==> src/rtl/seq_divider.sv <==
// Restoring shift-subtract divider: 2W/W -> W-bit quotient and remainder,
// one quotient bit per clock. Optional ABORT port under `DIV_ABORT_EN`.
module seq_divider #(
  parameter int W = 8
) (
  input  logic           CLK,
  input  logic           RST_N,
  input  logic           START,
`ifdef DIV_ABORT_EN
  input  logic           ABORT,
`endif
  input  logic [2*W-1:0] DIVIDEND,
  input  logic [W-1:0]   DIVISOR,
  output logic [W-1:0]   QUOTIENT,
  output logic [W-1:0]   REMAINDER,
  output logic           BUSY,
  output logic           DONE,
  output logic           DIV_ZERO,
  output logic           OVERFLOW
);

  localparam int CW = $clog2(W + 1);

  typedef enum logic [1:0] {
    IDLE,
    CALC,
    FIN
  } state_t;

  state_t        state, state_n;
  logic [W:0]    r, r_n;
  logic [W-1:0]  q, q_n;
  logic [W-1:0]  dvs, dvs_n;
  logic [CW-1:0] cnt, cnt_n;
  logic [W-1:0]  quo_n, rem_n;
  logic          dz_n, ov_n;
  logic [W:0]    sh;
  logic [W-1:0]  qs;

  assign BUSY = (state == CALC);
  assign DONE = (state == FIN);

  always_ff @(posedge CLK or negedge RST_N) begin
    if (!RST_N) begin
      state <= IDLE;
    end else begin
      state <= state_n;
    end
  end

  always_ff @(posedge CLK or negedge RST_N) begin
    if (!RST_N) begin
      r         <= '0;
      q         <= '0;
      dvs       <= '0;
      cnt       <= '0;
      QUOTIENT  <= '0;
      REMAINDER <= '0;
      DIV_ZERO  <= 1'b0;
      OVERFLOW  <= 1'b0;
    end else begin
      r         <= r_n;
      q         <= q_n;
      dvs       <= dvs_n;
      cnt       <= cnt_n;
      QUOTIENT  <= quo_n;
      REMAINDER <= rem_n;
      DIV_ZERO  <= dz_n;
      OVERFLOW  <= ov_n;
    end
  end

  always_comb begin
    state_n = state;
    r_n     = r;
    q_n     = q;
    dvs_n   = dvs;
    cnt_n   = cnt;
    quo_n   = QUOTIENT;
    rem_n   = REMAINDER;
    dz_n    = DIV_ZERO;
    ov_n    = OVERFLOW;
    sh      = {r[W-1:0], q[W-1]};
    qs      = {q[W-2:0], 1'b0};
    if (sh >= {1'b0, dvs}) begin
      sh    = sh - {1'b0, dvs};
      qs[0] = 1'b1;
    end
    case (state)
      IDLE, FIN: begin
        state_n = IDLE;
        if (START) begin
          if (DIVISOR == '0) begin
            state_n = FIN;
            quo_n   = '1;
            rem_n   = DIVIDEND[W-1:0];
            dz_n    = 1'b1;
            ov_n    = 1'b0;
          end else if (DIVIDEND[2*W-1:W] >= DIVISOR) begin
            // Quotient cannot fit in W bits
            state_n = FIN;
            quo_n   = '1;
            rem_n   = '0;
            dz_n    = 1'b0;
            ov_n    = 1'b1;
          end else begin
            state_n = CALC;
            r_n     = {1'b0, DIVIDEND[2*W-1:W]};
            q_n     = DIVIDEND[W-1:0];
            dvs_n   = DIVISOR;
            cnt_n   = CW'(W);
            dz_n    = 1'b0;
            ov_n    = 1'b0;
          end
        end
      end
      CALC: begin
`ifdef DIV_ABORT_EN
        if (ABORT) begin
          state_n = IDLE;
        end else begin
`endif
          r_n   = sh;
          q_n   = qs;
          cnt_n = cnt - CW'(1);
          if (cnt == CW'(1)) begin
            state_n = FIN;
            quo_n   = qs;
            rem_n   = sh[W-1:0];
          end
`ifdef DIV_ABORT_EN
        end
`endif
      end
      default: state_n = IDLE;
    endcase
  end

endmodule

==> config.mk <==
export PLATFORM = sky130hd
export DESIGN_NAME = seq_divider
export DESIGN_NICKNAME = d
export VERILOG_FILES = /design/src/rtl/seq_divider.sv
export SDC_FILE = /design/constraint.sdc
export NUM_CORES = 1
export LEC_CHECK = 0
export CORE_MARGIN = 3
export CORE_UTILIZATION = 43
export DETAILED_ROUTE_END_ITERATION = 10
export HOLD_SLACK_MARGIN = 0.15
export PLACE_DENSITY = 0.67
export SYNTH_ARGS = -nofsm -noshare
export SYNTH_HDL_FRONTEND = slang
export SYNTH_SLANG_ARGS = --single-unit
export TNS_END_PERCENT = 50
==> constraint.sdc <==
create_clock -name CLK -period 3.9 [get_ports CLK]
set_input_delay 0.78 -clock CLK [delete_from_list [all_inputs] [get_ports CLK]]
set_output_delay 0.78 -clock CLK [all_outputs]
set_load 0.005 [all_outputs]
==> flow_summary.json <==
{
  "cts.clk_slew.worst_paths_ps": 90,
  "cts_tree": "done",
  "switching_share": 0.426,
  "min_from": "DIV_ZERO",
  "numCtsBuffers": 5,
  "cpPeakStageDelay_ps": 530,
  "avgViaCountPerCell": 5.48,
  "ys_ff_latch": 48,
  "antenna_found_initial": 0,
  "cts_sinks": 48,
  "cp_slowest_cell": "and3_1",
  "setup_slack_ps": 911,
  "reg2reg_depth": 7,
  "multi_input_area_um2": 1370,
  "timing.slew.headroom": 0.288,
  "postSynthCellCount": 300,
  "layout_commonest_cell": "dfrtp_1",
  "seq_area_um2": 1200,
  "clkPwrFrac": 0.129,
  "hold_buffers": 0,
  "ys_seq_area_frac": 0.439,
  "drc": 0,
  "internal_power_w": 0.00163,
  "fp.dieW_um": 85.8,
  "startpoint_type": "input port",
  "ys_types": 44,
  "wire_per_inst_um": 15.5,
  "drt-total-wl_um": 6510,
  "core_area_um2": 6030,
  "crit_fanout": 20,
  "crit_chain": "clkdlybuf4s50_1 > inv_1 > ha_1 > a211oi_2 > o21ai_1 > a21oi_4 > and3_1 > buf_4 > nand2_1 > o21ai_0",
  "grt_setup_unrepaired": "no",
  "slew_violations": 0,
  "htreeDepth": 2,
  "cts_root_buf": "clkbuf_8",
  "r2r-start": "r[3]",
  "p_leak_nw": 1.42,
  "synth_flop_cell": "dfrtp_1",
  "layout_common_cells": "dfrtp_1 (48), nand2_1 (47), clkdlybuf4s50_1 (45), nor2_1 (26), inv_1 (22)",
  "fill_cells": 562,
  "worstReg2RegEnd": "r[6]",
  "io_buffers": 46,
  "max-cap-violations": 0,
  "status": "finished clean",
  "place.gp.congestion": 0.803,
  "die_area_um2": 7360,
  "cp-end-kind": "flop",
  "diodes": 0,
  "yosys_warnings": 0,
  "r2r_setup_slack_ps": 1430,
  "cts_setup_buffers": 0,
  "fin_skew_ps": 6.65,
  "synthTopCellsByArea": "dfrtp_1 (44%), ha_1 (8.2%), nand2_1 (6.4%)",
  "fin_hold_ws_ps": 494,
  "power_density_nw_per_um2": 850,
  "start_util": 0.454,
  "grt_max_degree": 49,
  "grt_usage": 0.185,
  "critPathArrivalTime_ps": 3220,
  "avgSynthCellArea_um2": 9.13,
  "fin_crit_sh": 0.766,
  "tns_ps": 0,
  "clockBufferDepth": 2,
  "nets": 389,
  "placed_cell_area_um2": 3230,
  "max_slew.worst_pin.slew_ps": 1070,
  "grt_pass1_vias": 2184,
  "pwr-share-comb": 0.555,
  "final_cell_area_um2": 3330,
  "p_seq_frac": 0.316,
  "rows": 28,
  "pre_cts_ws_ps": 601,
  "clock_latency_ps": 310,
  "total_power_w": 0.00283,
  "dp_hpwl_um": 4840,
  "grt_overflow_total": 0,
  "post_cts_resized": 0,
  "cp.required_ps": 4130,
  "finalSetupViolCount": 0,
  "layout-drive-gt1-share": 0.0640,
  "max_freq_ghz": 0.335,
  "max-vdd-ir-drop_mv": 0.324,
  "ios": 47,
  "synth_enable_flop_cells": 0,
  "postSynth.asyncResetShare": 1.00,
  "syn-cell-area_um2": 2740,
  "drt-initial-drc-count": 98,
  "synth_fp_nets": 346,
  "critPathKind": "input port to flop",
  "p_sw_w": 0.00121,
  "synth_top_cell_by_area": "dfrtp_1",
  "drt_pass1_iterations": 4,
  "worstHoldEndpoint": "DIV_ZERO",
  "grt_pass1_wl_um": 10700,
  "synth_top_area_share": 0.439,
  "ant_nets": 0,
  "period_needed_ps": 2990,
  "hold_depth": 2,
  "die_h_um": 85.8,
  "hold_viol_final": 0,
  "via_count": 2295,
  "min-delay-path-class": "flop to flop",
  "area_growth_pct": 21.8
}
-- per-layer routing --
metal | global-route usage | wire length, µm | up-vias
li1 | - | - | 1134
met1 | 0.264 | 3170 | 1080
met2 | 0.280 | 2820 | 72
met3 | 0.0403 | 401 | 9
met4 | 0.0604 | 106 | 0
met5 | 0 | 0 | -
-- sequential cells by signal (all words and copies together) (netlist names) --
signal and cells:
dvs 8, OVERFLOW 1, cnt 4, DIV_ZERO 1, QUOTIENT 8, q 8, r 8, state 2
REMAINDER 8
-- Yosys cell counts, drive strengths merged (3+ instances only) --
cell / instances
nand2: 49
dfrtp: 48
nor2: 26
inv: 22
nand3: 20
a31oi: 19
o21ai: 19
ha: 18
a21oi: 13
buf: 10
o22a: 8
nand2b: 6
nor3: 5
mux2i: 4
nor2b: 4
nor4: 4
o21a: 4
clkbuf: 3
-- critical path: cells and delay by family --
kind                     cells  cell delay (ps)
buffers and inverters        3              900
AO/OA/AOI/OAI                4              620
adder cells (fa/ha/maj)      1              290
AND/OR/NAND/NOR              2              610
-- power groups by stage --
stage / Sequential (W) / Combinational, W / Clock [W]
2_1_floorplan: 0.000878 / 0.00108 / 0
3_3_place_gp: 0.000898 / 0.00151 / 0
3_5_place_dp: 0.000907 / 0.00155 / 0
4_1_cts: 0.000898 / 0.00156 / 0.000368
5_1_grt: 0.000928 / 0.00176 / 0.000385
6_report: 0.000896 / 0.00157 / 0.000364
-- through the flow --
step | utilization | instances
2_1_floorplan | - | 300
3_3_place_gp | 0.535 | 411
3_5_place_dp | 0.535 | 411
4_1_cts | 0.553 | 419
5_1_grt | 0.553 | 419
6_report | 0.553 | 419
-- logic make-up (layout without fill, tap and decap cells) --
kind of cell / count (synthesis) / after routing / synth area share
compound gates: 72 / 72 / 0.180
xor+xnor: 3 / 3 / 0.00960
fa+ha+maj: 19 / 19 / 0.0896
buf+inv: 35 / 79 / 0.0608
flops: 48 / 48 / 0.439
mux: 4 / 4 / 0.0146
simple gates: 119 / 119 / 0.207
-- final cells by class --
type,count,share of cell area
multi-input cells,217,0.411
flip-flops and latches,48,0.360
repair buffers,49,0.143
well taps,75,0.0282
inverters,22,0.0248
clock buffers,6,0.0218
clock inverters,2,0.0105
-- worst max path at each step --
stage	start	cells after the start	to	slack, ps
3_3_place_gp	DIVISOR[2]	9	dvs[2]	690
4_1_cts	DIVISOR[2]	10	r[4]	920
3_5_place_dp	DIVISOR[2]	10	r[4]	600
6_report	DIVISOR[2]	10	dvs[1]	910
2_1_floorplan	DIVISOR[2]	10	r[7]	1550
5_1_grt	DIVISOR[2]	10	dvs[3]	720
(Power assumes the default switching activity.)
